File: src/rtl/vedic_mult_seq.sv
// vedic_mult_seq: iterative signed/unsigned WIDTH x WIDTH multiplier on one shared half-width vedic core, valid/ready on both sides.
// Optional: define VEDIC_MULT_SEQ_ZERO_SKIP_EN to bypass CALC when either operand is zero.
module vedic_mult #(
  parameter int W = 8
) (
  input  logic [W-1:0]   a,
  input  logic [W-1:0]   b,
  output logic [2*W-1:0] p
);
  if (W == 2) begin : g_base
    logic hh, hl, lh, c;
    assign hh = a[1] & b[1];
    assign hl = a[1] & b[0];
    assign lh = a[0] & b[1];
    assign c  = hl & lh;
    assign p  = {hh & c, hh ^ c, hl ^ lh, a[0] & b[0]};
  end else begin : g_rec
    localparam int H = W / 2;
    logic [W-1:0] ll, lh, hl, hh;
    vedic_mult #(.W(H)) u_ll (.a(a[H-1:0]), .b(b[H-1:0]), .p(ll));
    vedic_mult #(.W(H)) u_lh (.a(a[H-1:0]), .b(b[W-1:H]), .p(lh));
    vedic_mult #(.W(H)) u_hl (.a(a[W-1:H]), .b(b[H-1:0]), .p(hl));
    vedic_mult #(.W(H)) u_hh (.a(a[W-1:H]), .b(b[W-1:H]), .p(hh));
    assign p = {{W{1'b0}}, ll} + {{H{1'b0}}, lh, {H{1'b0}}}
             + {{H{1'b0}}, hl, {H{1'b0}}} + {hh, {W{1'b0}}};
  end
endmodule

module vedic_mult_seq #(
  parameter int WIDTH = 32
) (
  input  logic               clk,
  input  logic               rst,
  input  logic               in_valid,
  output logic               in_ready,
  input  logic [WIDTH-1:0]   a,
  input  logic [WIDTH-1:0]   b,
  input  logic               is_signed,
  output logic               out_valid,
  input  logic               out_ready,
  output logic [2*WIDTH-1:0] product
);
  localparam int H = WIDTH / 2;
  if (WIDTH != 16 && WIDTH != 32 && WIDTH != 64 && WIDTH != 128) begin : g_bad_width
    $error("vedic_mult_seq: WIDTH must be 16, 32, 64 or 128");
  end
  typedef enum logic [1:0] {IDLE, CALC, DONE} state_t;
  state_t             state;
  logic [1:0]         step;
  logic               sign;
  logic [WIDTH-1:0]   a_mag, b_mag, core_a, core_b, pp;
  logic [2*WIDTH-1:0] acc, pp_ext, acc_next;
  // step[1] picks the a half, step[0] the b half: lo*lo, lo*hi, hi*lo, hi*hi
  assign core_a   = step[1] ? a_mag[WIDTH-1:H] : a_mag[H-1:0];
  assign core_b   = step[0] ? b_mag[WIDTH-1:H] : b_mag[H-1:0];
  assign pp_ext   = step == 2'd0 ? {{WIDTH{1'b0}}, pp}
                  : step == 2'd3 ? {pp, {WIDTH{1'b0}}}
                  : {{H{1'b0}}, pp, {H{1'b0}}};
  assign acc_next = acc + pp_ext;
  vedic_mult #(.W(H)) u_core (.a(core_a), .b(core_b), .p(pp));
  always_ff @(posedge clk) begin
    if (rst) begin
      state     <= IDLE;
      in_ready  <= 1'b1;
      out_valid <= 1'b0;
      product   <= '0;
      acc       <= '0;
      step      <= '0;
      sign      <= 1'b0;
      a_mag     <= '0;
      b_mag     <= '0;
    end else begin
      case (state)
        IDLE: if (in_valid && in_ready) begin
          sign     <= is_signed & (a[WIDTH-1] ^ b[WIDTH-1]);
          a_mag    <= (is_signed & a[WIDTH-1]) ? -a : a;
          b_mag    <= (is_signed & b[WIDTH-1]) ? -b : b;
          acc      <= '0;
          step     <= '0;
          in_ready <= 1'b0;
`ifdef VEDIC_MULT_SEQ_ZERO_SKIP_EN
          if (a == '0 || b == '0) begin
            product   <= '0;
            out_valid <= 1'b1;
            state     <= DONE;
          end else begin
            state <= CALC;
          end
`else
          state <= CALC;
`endif
        end
        CALC: begin
          acc  <= acc_next;
          step <= step + 2'd1;
          if (step == 2'd3) begin
            product   <= sign ? -acc_next : acc_next;
            out_valid <= 1'b1;
            state     <= DONE;
          end
        end
        DONE: if (out_ready) begin
          out_valid <= 1'b0;
          in_ready  <= 1'b1;
          state     <= IDLE;
        end
        default: state <= IDLE;
      endcase
    end
  end
endmodule

File: config.mk
export PLATFORM = sky130hd
export DESIGN_NAME = vedic_mult_seq
export DESIGN_NICKNAME = d
export VERILOG_FILES = /design/src/rtl/vedic_mult_seq.sv
export SDC_FILE = /design/constraint.sdc
export NUM_CORES = 1
export LEC_CHECK = 0
export BUFFER_PORTS_ARGS = -buffer_cell sky130_fd_sc_hd__buf_2
export CELL_PAD_IN_SITES_DETAIL_PLACEMENT = 1
export CELL_PAD_IN_SITES_GLOBAL_PLACEMENT = 1
export CORE_MARGIN = 2
export CORE_UTILIZATION = 47
export CTS_BUF_LIST = sky130_fd_sc_hd__clkbuf_4 sky130_fd_sc_hd__clkbuf_8
export DETAILED_ROUTE_END_ITERATION = 8
export PLACE_DENSITY = 0.8
export RECOVER_POWER = 25
export SETUP_SLACK_MARGIN = 0.5
export SYNTH_ARGS = -nofsm -noshare
export SYNTH_HDL_FRONTEND = slang
export SYNTH_SLANG_ARGS = --single-unit
export TNS_END_PERCENT = 100
File: constraint.sdc
create_clock -name clk -period 15.1 [get_ports clk]
set_input_delay 3.02 -clock clk [delete_from_list [all_inputs] [get_ports clk]]
set_output_delay 3.02 -clock clk [all_outputs]
set_load 0.05 [all_outputs]
* Word level (Yosys, flattened, before mapping)
Index checks and enable logic that the tools add are counted. W data, S select, Z words.
Storage, ports and cells: flip-flop bits (word level) 199, output and inout port bits 66, word-level logic and storage cells 632, input port bits 69
Cells by class: reduce and logical (&&, ||, !) cells 12, $add $sub $neg 68, muxes and demuxes 21, eq/ne operators 6, bitwise gates (word level) 516
Operators with widths (count):
- $and A1 B1 Y1 | 387
- $mux W64 | 4
- $xor A1 B1 Y1 | 129
- $add A8 B6 Y8 | 16
- $add A8 B8 Y8 | 16
- $pmux W64 S2 | 1
- $add A4 B6 Y7 | 16
- $add A14 B16 Y16 | 4
- $add A64 B64 Y64 | 1
- $mux W32 | 2
- $neg A32 Y32 | 2
- $neg A64 Y64 | 1
- $add A13 B12 Y14 | 4
- $add A8 B12 Y13 | 4
- $add A32 B24 Y32 | 1
- $add A32 B32 Y32 | 1
- $mux W16 | 2
- $add A16 B24 Y25 | 1
- $reduce_and A3 Y1 | 3
- $mux W2 | 4
- $ne A2 B2 Y1 const B | 3
- $pmux W2 S3 | 1
- $reduce_and A2 Y1 | 3
- $reduce_bool A2 Y1 | 3
- 8 further kinds | 14

* Longest topological paths before layout
Gate-level depths: netlist of the first run.
word-level depth 18, depth in mapped cells 68

* Hierarchy
From an unflattened synthesis of the first run, not the netlist that was laid out.
Unflattened totals: cells, all modules 3330, area, all modules 26527.9 µm²
Modules (own cells, without submodules):
- vedic_mult_seq | times used 1, area an instance 15623.7 µm², cells an instance 2071
- vedic_mult (u_core.g_rec.u_hh.g_rec.u_hh ...) | times used 16, area an instance 249.0 µm², cells an instance 27
- vedic_mult (u_core.g_rec.u_hh.g_rec.u_hh.g_rec.u_hh ...) | times used 64, area an instance 50.0 µm², cells an instance 6
- vedic_mult (u_core.g_rec.u_hh ...) | times used 4, area an instance 564.3 µm², cells an instance 66
- vedic_mult (u_core) | times used 1, area an instance 1460.2 µm², cells an instance 179

* Least setup slack after synthesis of the first run
No wires, ideal clock.
path kind register to register, start reg step[1], end reg product[55], clock period less this slack 13.740 ns, slack 1.360 ns, arrival time 13.618 ns, library setup time 0.122 ns, path buffers 4, data required time 14.978 ns, cell stages (with the launch flop) 61, cells stage by stage dfxtp_1 -> clkbuf_1 -> mux2i_1 -> clkbuf_1 -> nor2_1 -> ha_1 -> ha_1 -> ha_1 -> inv_1 -> fa_1 -> xor2_1 -> fa_1 -> inv_1 -> ha_1 -> a21o_1 -> a21oi_1 -> xor2_1 -> fa_1 -> (+25 left out) -> xnor2_1 -> a22o_1 -> ha_1 -> clkbuf_1 -> a21o_1 -> a21o_1 -> a21o_1 -> or4_1 -> nand3_1 -> a211oi_1 -> or3_1 -> or3_1 -> nand2b_1 -> or3_1 -> clkbuf_1 -> o31a_1 -> and3_1 -> a311o_1
On the way: longest elaborated chain between the ends 18
RTL lines:
- start: declaration | RTL line 49 | logic [1:0] step;
- start signal: assignment | RTL line 95 | step <= step + 2'd1;
- $mux W16 | RTL line 54 | assign core_a = step[1] ? a_mag[WIDTH-1:H] : a_mag[H-1:0];
- $and A1 B1 Y1, on equally long branches | RTL line 13, 14
- $and A1 B1 Y1 | RTL line 15 | assign c = hl & lh;
- $xor A1 B1 Y1 or $and A1 B1 Y1 (tied branches) | RTL line 16 | assign p = {hh & c, hh ^ c, hl ^ lh, a[0] & b[0]};
- $add A4 B6 Y7 | RTL line 24 | assign p = {{W{1'b0}}, ll} + {{H{1'b0}}, lh, {H{1'b0}}}
- $add A8 B6 Y8 | RTL line 25 | + {{H{1'b0}}, hl, {H{1'b0}}} + {hh, {W{1'b0}}};
- $add A8 B8 Y8 | RTL line 25
- $add A8 B12 Y13 | RTL line 24
- (+2 left out)
- $add A16 B24 Y25 | RTL line 24
- $add A32 B24 Y32 | RTL line 25
- $add A32 B32 Y32 | RTL line 25
- $mux W64 | RTL line 57 | : step == 2'd3 ? {pp, {WIDTH{1'b0}}}
- $mux W64 | RTL line 56 | assign pp_ext = step == 2'd0 ? {{WIDTH{1'b0}}, pp}
- $add A64 B64 Y64 | RTL line 59 | assign acc_next = acc + pp_ext;
- $neg A64 Y64 | RTL line 97 | product <= sign ? -acc_next : acc_next;
- $mux W64 | RTL line 97
- end signal: assignment | RTL line 97
- end: declaration | RTL line 41 | output logic [2*WIDTH-1:0] product
Several ways; a longest one is shown, not always the timed one. A chain may end at the register's enable or synchronous reset.

* Worst setup path in the final report of the first run
start reg step[0], end reg product[57]
On the way: longest elaborated chain between the ends 18
RTL lines:
- $mux W16 | RTL line 55 | assign core_b = step[0] ? b_mag[WIDTH-1:H] : b_mag[H-1:0];
- $and A1 B1 Y1, on equally long branches | RTL line 13, 14
- $and A1 B1 Y1 | RTL line 15
- $xor A1 B1 Y1 or $and A1 B1 Y1 (tied branches) | RTL line 16
- $add A4 B6 Y7 | RTL line 24
- $add A8 B6 Y8 | RTL line 25
- $add A8 B8 Y8 | RTL line 25
- $add A8 B12 Y13 | RTL line 24
- (+2 left out)
- $add A16 B24 Y25 | RTL line 24
- $add A32 B24 Y32 | RTL line 25
- $add A32 B32 Y32 | RTL line 25
- $mux W64 | RTL line 57
- $mux W64 | RTL line 56
- $add A64 B64 Y64 | RTL line 59
- $neg A64 Y64 | RTL line 97
- $mux W64 | RTL line 97
Several ways; a longest one is shown, not always the timed one.

==> flow_metrics.env, run 1 <==
export IMPL_async_flop_share_pct=0
export IMPL_num_vias=24340
export IMPL_fmax_mhz=70.75
export IMPL_power_density_nw_per_um2=72.56
export IMPL_crit_arrival_ns=14.49
export IMPL_die_area_um2=57060
export IMPL_drtIter0Drc=1113
export IMPL_cpMaxStageDelayCell="fa_1"
export IMPL_violations="capacitance limit, slew limit"
export IMPL_cpPeakStageDelay_ns=0.59
export IMPL_setup_viol=0
export IMPL_port_buffers=134
export IMPL_insertion_delay_ns=0.60
export IMPL_syn_area_um2=25930
export IMPL_synth_cell_type_count=84
export IMPL_area_growth_pct=8.224
export IMPL_yosys_top_cells_area="ha_1 (19%), dfxtp_1 (15%), fa_1 (8.6%)"
export IMPL_yosysSeqAreaShare_pct=15.37
export IMPL_grt_max_degree=111
export IMPL_drc_errors=0
export IMPL_cts_htree_levels=4
export IMPL_yosysWarnings=0
export IMPL_die_height_um=238.9
export IMPL_use_met2_pct=56.03
export IMPL_post_dp_hpwl_um=69950
export IMPL_firstDrtPassIters=5
export IMPL_via_per_inst=5.841
export IMPL_outcome="finished, violations left"
export IMPL_grt_pass1_vias=26100
export IMPL_fin_crit_ns=14.13
export IMPL_grt_util_met1_pct=36.26
export IMPL_ys_ff_latch=199
export IMPL_start_kind="register"
export IMPL_fin_ws_ns=0.9651
export IMPL_cap_violations=4
export IMPL_routed_wl_um=86540
export IMPL_detail_route_wl_per_cell_um=20.76
export IMPL_seqCellArea_um2=3990
export IMPL_critPathMaxFanout=15
export IMPL_path_clk_slew_ns=0.13
export IMPL_use_met3_pct=3.672
export IMPL_synth_ff_type="dfxtp_1"
export IMPL_multiInputGateArea_um2=20510
export IMPL_clock_sinks=199
export IMPL_grt_pass1_wl_um=137800
export IMPL_yosys_area_top_type="ha_1"
export IMPL_clockBufferDepth=2
export IMPL_antenna_found_initial=3
export IMPL_hold_viol=0
export IMPL_yosysMostFrequentCell="nor2_1"
export IMPL_slew_headroom_pct=-173.2
export IMPL_ios=135
export IMPL_fin_tns_setup_ns=0
export IMPL_p_leak_nw=13.20
export IMPL_syn_avg_cell_area_um2=7.641
export IMPL_crit_family="adder cells"
export IMPL_crit_type="reg2reg"
export IMPL_endpoint_kind="register"
export IMPL_gp_routability_congestion=0.9495
export IMPL_rows=86
export IMPL_numCtsBuffers=17
export IMPL_hp_class="reg2reg"
export IMPL_overflow=0
export IMPL_synthCells=3393
export IMPL_required_ns=15.46
export IMPL_drive_gt1_share_pct=8.288
export IMPL_period_share_pct=93.61
export IMPL_critPathBufInv=8
export IMPL_worst_pin_slew_ns=4.097
export IMPL_final_nets=4021
export IMPL_grt_usage_pct=30.42
export IMPL_finalClockSkew_ns=0.03069
export IMPL_busiest_layer="met2"
export IMPL_die_x_um=238.9
export IMPL_fillers=6878
export IMPL_synth_nets=3964
export IMPL_holdBufCountCts=0
export IMPL_ant_nets=0
export IMPL_tritoncts="done"
export IMPL_rsz0062_at_grt="no"
export IMPL_synth_edff_count=0
export IMPL_synth_top_area_share_pct=18.82
export IMPL_initial_core_util_pct=47.34
export IMPL_finalMaxSlewViolations=292
export IMPL_peakVddDrop_mv=0.07187
export IMPL_root_buffer="clkbuf_8"
export IMPL_synth_top_cells_by_count="nor2_1 (496), ha_1 (390), inv_1 (301), a21oi_1 (256), nand2_1 (248)"
export IMPL_dp_slack_ns=0.2679
export IMPL_core_area_um2=54770
-- per-layer routing --
layer  vias up  wire, um
met5         -        10
met4         2      3001
met3       137      2793
met2       396     43460
met1     12060     37280
li1      11750         -
-- cell usage in the layout (no fill, tap or decap), types with 98 or more instances in the layout --
master,Yosys,layout
fa_1,112,112
nand3_1,98,98
a21oi_1,256,250
ha_1,390,384
nor2_1,496,495
dfxtp_1,199,196
xnor2_1,166,162
nand2_1,248,248
o21ai_0,115,108
inv_1,301,301
a211oi_1,99,98
xor2_1,137,132
-- flip-flops by register name, indices dropped and copies added (netlist names) --
name and count:
a_mag 32, acc 64, b_mag 32, in_ready 1
out_valid 1, product 64, sign 1, state 2
step 2
-- worst paths after layout --
check | start | to | cells past startpoint | slack, ns
worst min register to register | product[63]$_SDFFE_PP0P_ | product[63]$_SDFFE_PP0P_ | 2 | 0.46
worst min-delay path | product[63]$_SDFFE_PP0P_ | product[63]$_SDFFE_PP0P_ | 2 | 0.46
worst max-delay path | step[0]$_SDFFE_PP0P_ | product[57]$_SDFFE_PP0P_ | 58 | 0.97
worst max register to register | step[0]$_SDFFE_PP0P_ | product[57]$_SDFFE_PP0P_ | 58 | 0.97
-- timing repair --
action / 4_1_cts / 5_1_grt
setup buffers: 2 / 11
setup endpoints to repair: 13 / 33
pin swaps: 1 / 19
gates resized for setup: 14 / 57
endpoints found under the hold margin: 0 / 0
-- logic make-up (layout without fill, tap and decap cells) --
family          count (synthesis)  count (layout)  synth area share [%]
simple gates                 1115            1115                 19.49
compound gates                761             761                 18.70
fa+ha+maj                     502             502                 27.47
buf+inv                       463             533                 6.742
xor+xnor                      304             304                 10.32
flops                         199             199                 15.37
mux                            49              49                 1.906
other cells                     0               1                     0
-- cell type report --
| class | count | area share, % |
|---|---|---|
| Multi-Input combinational cell | 2731 | 73.11 |
| Tap cell | 704 | 3.139 |
| Sequential cell | 199 | 14.22 |
| Timing Repair Buffer | 199 | 3.915 |
| Clock buffer | 18 | 0.8829 |
| Inverter | 302 | 4.040 |
| Antenna cell | 1 | 0.008919 |
| Clock inverter | 14 | 0.6823 |
-- power breakdown --
part	leakage, nW	switching, mW	internal (mW)
logic	11.4	0.709	0.358
registers	1.62	0.0164	0.549
clock network	0.220	0.256	0.149
total	13.2	0.981	1.06
-- worst register-to-register path: cells and delay by family, from the launching register on --
family	cells	cell delay, ns
buf+inv	8	0.74
fa+ha+maj	12	4.39
mux	1	0.26
compound gates	20	3.90
xor+xnor	6	1.09
simple gates	11	3.11
flops	1	0.40
-- stage by stage --
stage	std cells	util [%]	power (mW)	hold slack [ns]	cell area [um2]
finish	4168	51.23	2.036	0.4637	28060
global route	4168	51.23	2.164	0.4828	28060
CTS	4156	50.75	2.028	0.4689	27800
detailed placement	4122	49.81	1.614	0.4511	27280
global placement	4122	49.81	1.571	0.4374	27280
floorplan	3393	-	1.277	0.4312	25930
(Power assumes the default switching activity.)
==> run 2, diff against run 1 <==
CORE_MARGIN = not set   (was 2)
==> run 2 against run 1 <==
  * The run still ends with capacitance limit, slew limit left
  * Wire length up 0.81%
  * Cell count down 0.29%
  * First-iteration DRC count is 8.1% lower
  * Worst setup slack got worse by 0.0050 ns
  * Via count is essentially flat
  * Die area down 1.7%
  * Non-clock buffer count fell by 3
  * Count of clock-buffer cells in the layout is 1 lower
  * Largest power group unchanged
==> flow_metrics.env, run 2 (synthesized netlist as in run 1, its figures left out) <==
export IMPL_gp_routability_congestion=0.9625
export IMPL_grt_util_met1_pct=37.60
export IMPL_tritoncts="done"
export IMPL_core_area_um2=54130
export IMPL_mostFrequentLayoutCells="nor2_1 (494), ha_1 (386), inv_1 (301)"
export IMPL_finalClockSkew_ns=0.03363
export IMPL_endpoint_kind="register"
export IMPL_hold_viol=0
export IMPL_die_x_um=236.9
export IMPL_stdcell_area_um2=27930
export IMPL_power_density_nw_per_um2=73.03
export IMPL_fin_crit_ns=14.14
export IMPL_setup_viol=0
export IMPL_p_sw_share_pct=48.77
export IMPL_dp_slack_ns=0.4715
export IMPL_r2r_slack_ns=0.96
export IMPL_whs_ns=0.4568
export IMPL_ant_nets=0
export IMPL_hold_start="product[63]$_SDFFE_PP0P_"
export IMPL_fmax_mhz=70.72
export IMPL_firstDrtPassIters=7
export IMPL_die_height_um=236.9
export IMPL_grt_usage_pct=31.20
export IMPL_cpPeakStageDelay_ns=0.60
export IMPL_p_leak_nw=13.15
export IMPL_clockBufferDepth=2
export IMPL_cap_violations=2
export IMPL_grt_max_degree=111
export IMPL_crit_arrival_ns=14.46
export IMPL_grt_pass1_wl_um=139100
export IMPL_violations="capacitance limit, slew limit"
export IMPL_initial_core_util_pct=47.89
export IMPL_p_sw_mw=0.9949
export IMPL_regToRegStartpoint="step[0]$_SDFFE_PP0P_"
export IMPL_overflow=0
export IMPL_cp_startpoint="step[0]$_SDFFE_PP0P_"
export IMPL_root_buffer="clkbuf_8"
export IMPL_p_total_mw=2.040
export IMPL_peakVddDrop_mv=0.07217
export IMPL_slew_headroom_pct=-126.0
export IMPL_p_int_mw=1.045
export IMPL_outcome="finished, violations left"
export IMPL_period_share_pct=93.64
export IMPL_combPwrFrac_pct=52.9
export IMPL_seqPwrFrac_pct=27.7
export IMPL_num_vias=24370
export IMPL_ios=135
export IMPL_antenna_found_initial=2
export IMPL_worst_pin_slew_ns=3.390
export IMPL_rows=85
export IMPL_clock_sinks=199
export IMPL_pwr_share_clk_pct=19.5
export IMPL_place_area_um2=27300
export IMPL_cpMaxStageDelayCell="fa_1"
export IMPL_routed_wl_um=87240
export IMPL_crit_type="reg2reg"
export IMPL_fin_cells=4156
export IMPL_via_per_inst=5.863
export IMPL_final_nets=4018
export IMPL_start_kind="register"
export IMPL_antenna_cells=0
export IMPL_path_clk_slew_ns=0.12
export IMPL_post_dp_hpwl_um=70460
export IMPL_port_buffers=134
export IMPL_fin_tns_setup_ns=0
export IMPL_use_met3_pct=3.241
export IMPL_dp_cells=4118
export IMPL_holdBufCountCts=0
export IMPL_top_regs="acc: 64 flops, product: 64 flops"
export IMPL_use_met2_pct=57.72
export IMPL_numCtsBuffers=17
export IMPL_critPathMaxFanout=9
export IMPL_area_growth_pct=7.741
export IMPL_required_ns=15.42
export IMPL_drive_gt1_share_pct=7.803
export IMPL_drtIter0Drc=1023
export IMPL_drc_errors=0
export IMPL_die_area_um2=56110
export IMPL_finalMaxSlewViolations=128
export IMPL_final_util_pct=51.60
export IMPL_final_common_cell="nor2_1"
export IMPL_rsz0062_at_grt="no"
export IMPL_hp_class="reg2reg"
export IMPL_detail_route_wl_per_cell_um=20.99
export IMPL_insertion_delay_ns=0.60
export IMPL_grt_pass1_vias=26240
export IMPL_busiest_layer="met2"
export IMPL_cts_htree_levels=4
export IMPL_fin_ws_ns=0.9601
-- run 2: cell type report --
class,instances,area [um2]
fill,6820,26200
multi-input combinational,2731,20430
sequential,199,3988
inverter,302,1134
timing repair buffer,196,1071
tap,696,870.8
clock buffer,17,234.0
clock inverter,15,207.7
-- run 2: worst max-delay path: cells and delay by family, from the launching register on --
| kind | cells | cell delay [ns] |
|---|---|---|
| AO/OA/AOI/OAI | 20 | 3.89 |
| XOR/XNOR | 6 | 1.13 |
| AND/OR/NAND/NOR | 11 | 3.06 |
| multiplexers | 1 | 0.31 |
| buffers and inverters | 7 | 0.58 |
| adder cells (fa/ha/maj) | 12 | 4.45 |
| flip-flops | 1 | 0.43 |
-- run 2: final timing paths --
| path | endpoint | cells past startpoint |
|---|---|---|
| max | product[57]$_SDFFE_PP0P_ | 57 |
| min | product[63]$_SDFFE_PP0P_ | 2 |
| min reg2reg | product[63]$_SDFFE_PP0P_ | 2 |
| max reg2reg | product[57]$_SDFFE_PP0P_ | 57 |
-- run 2: metal layers --
layer	up-vias	share of wire, %
met5	-	0
met4	0	2.7
met3	125	2.7
met2	407	51
met1	12090	44
li1	11740	-
-- run 2: timing repair --
action / in CTS / in global routing
gates resized for setup: 4 / 50
buffers inserted: 0 / 6
setup endpoints to repair: 2 / 25
pin swaps: 0 / 6
-- run 2: power by group through the flow --
stage               registers, mW  logic [mW]  clock network [mW]
floorplan                   0.571       0.706                   0
global placement            0.574        1.01                   0
detailed placement          0.576        1.05                   0
CTS                         0.564        1.06               0.409
global route                0.567        1.17               0.421
finish                      0.565        1.08               0.397
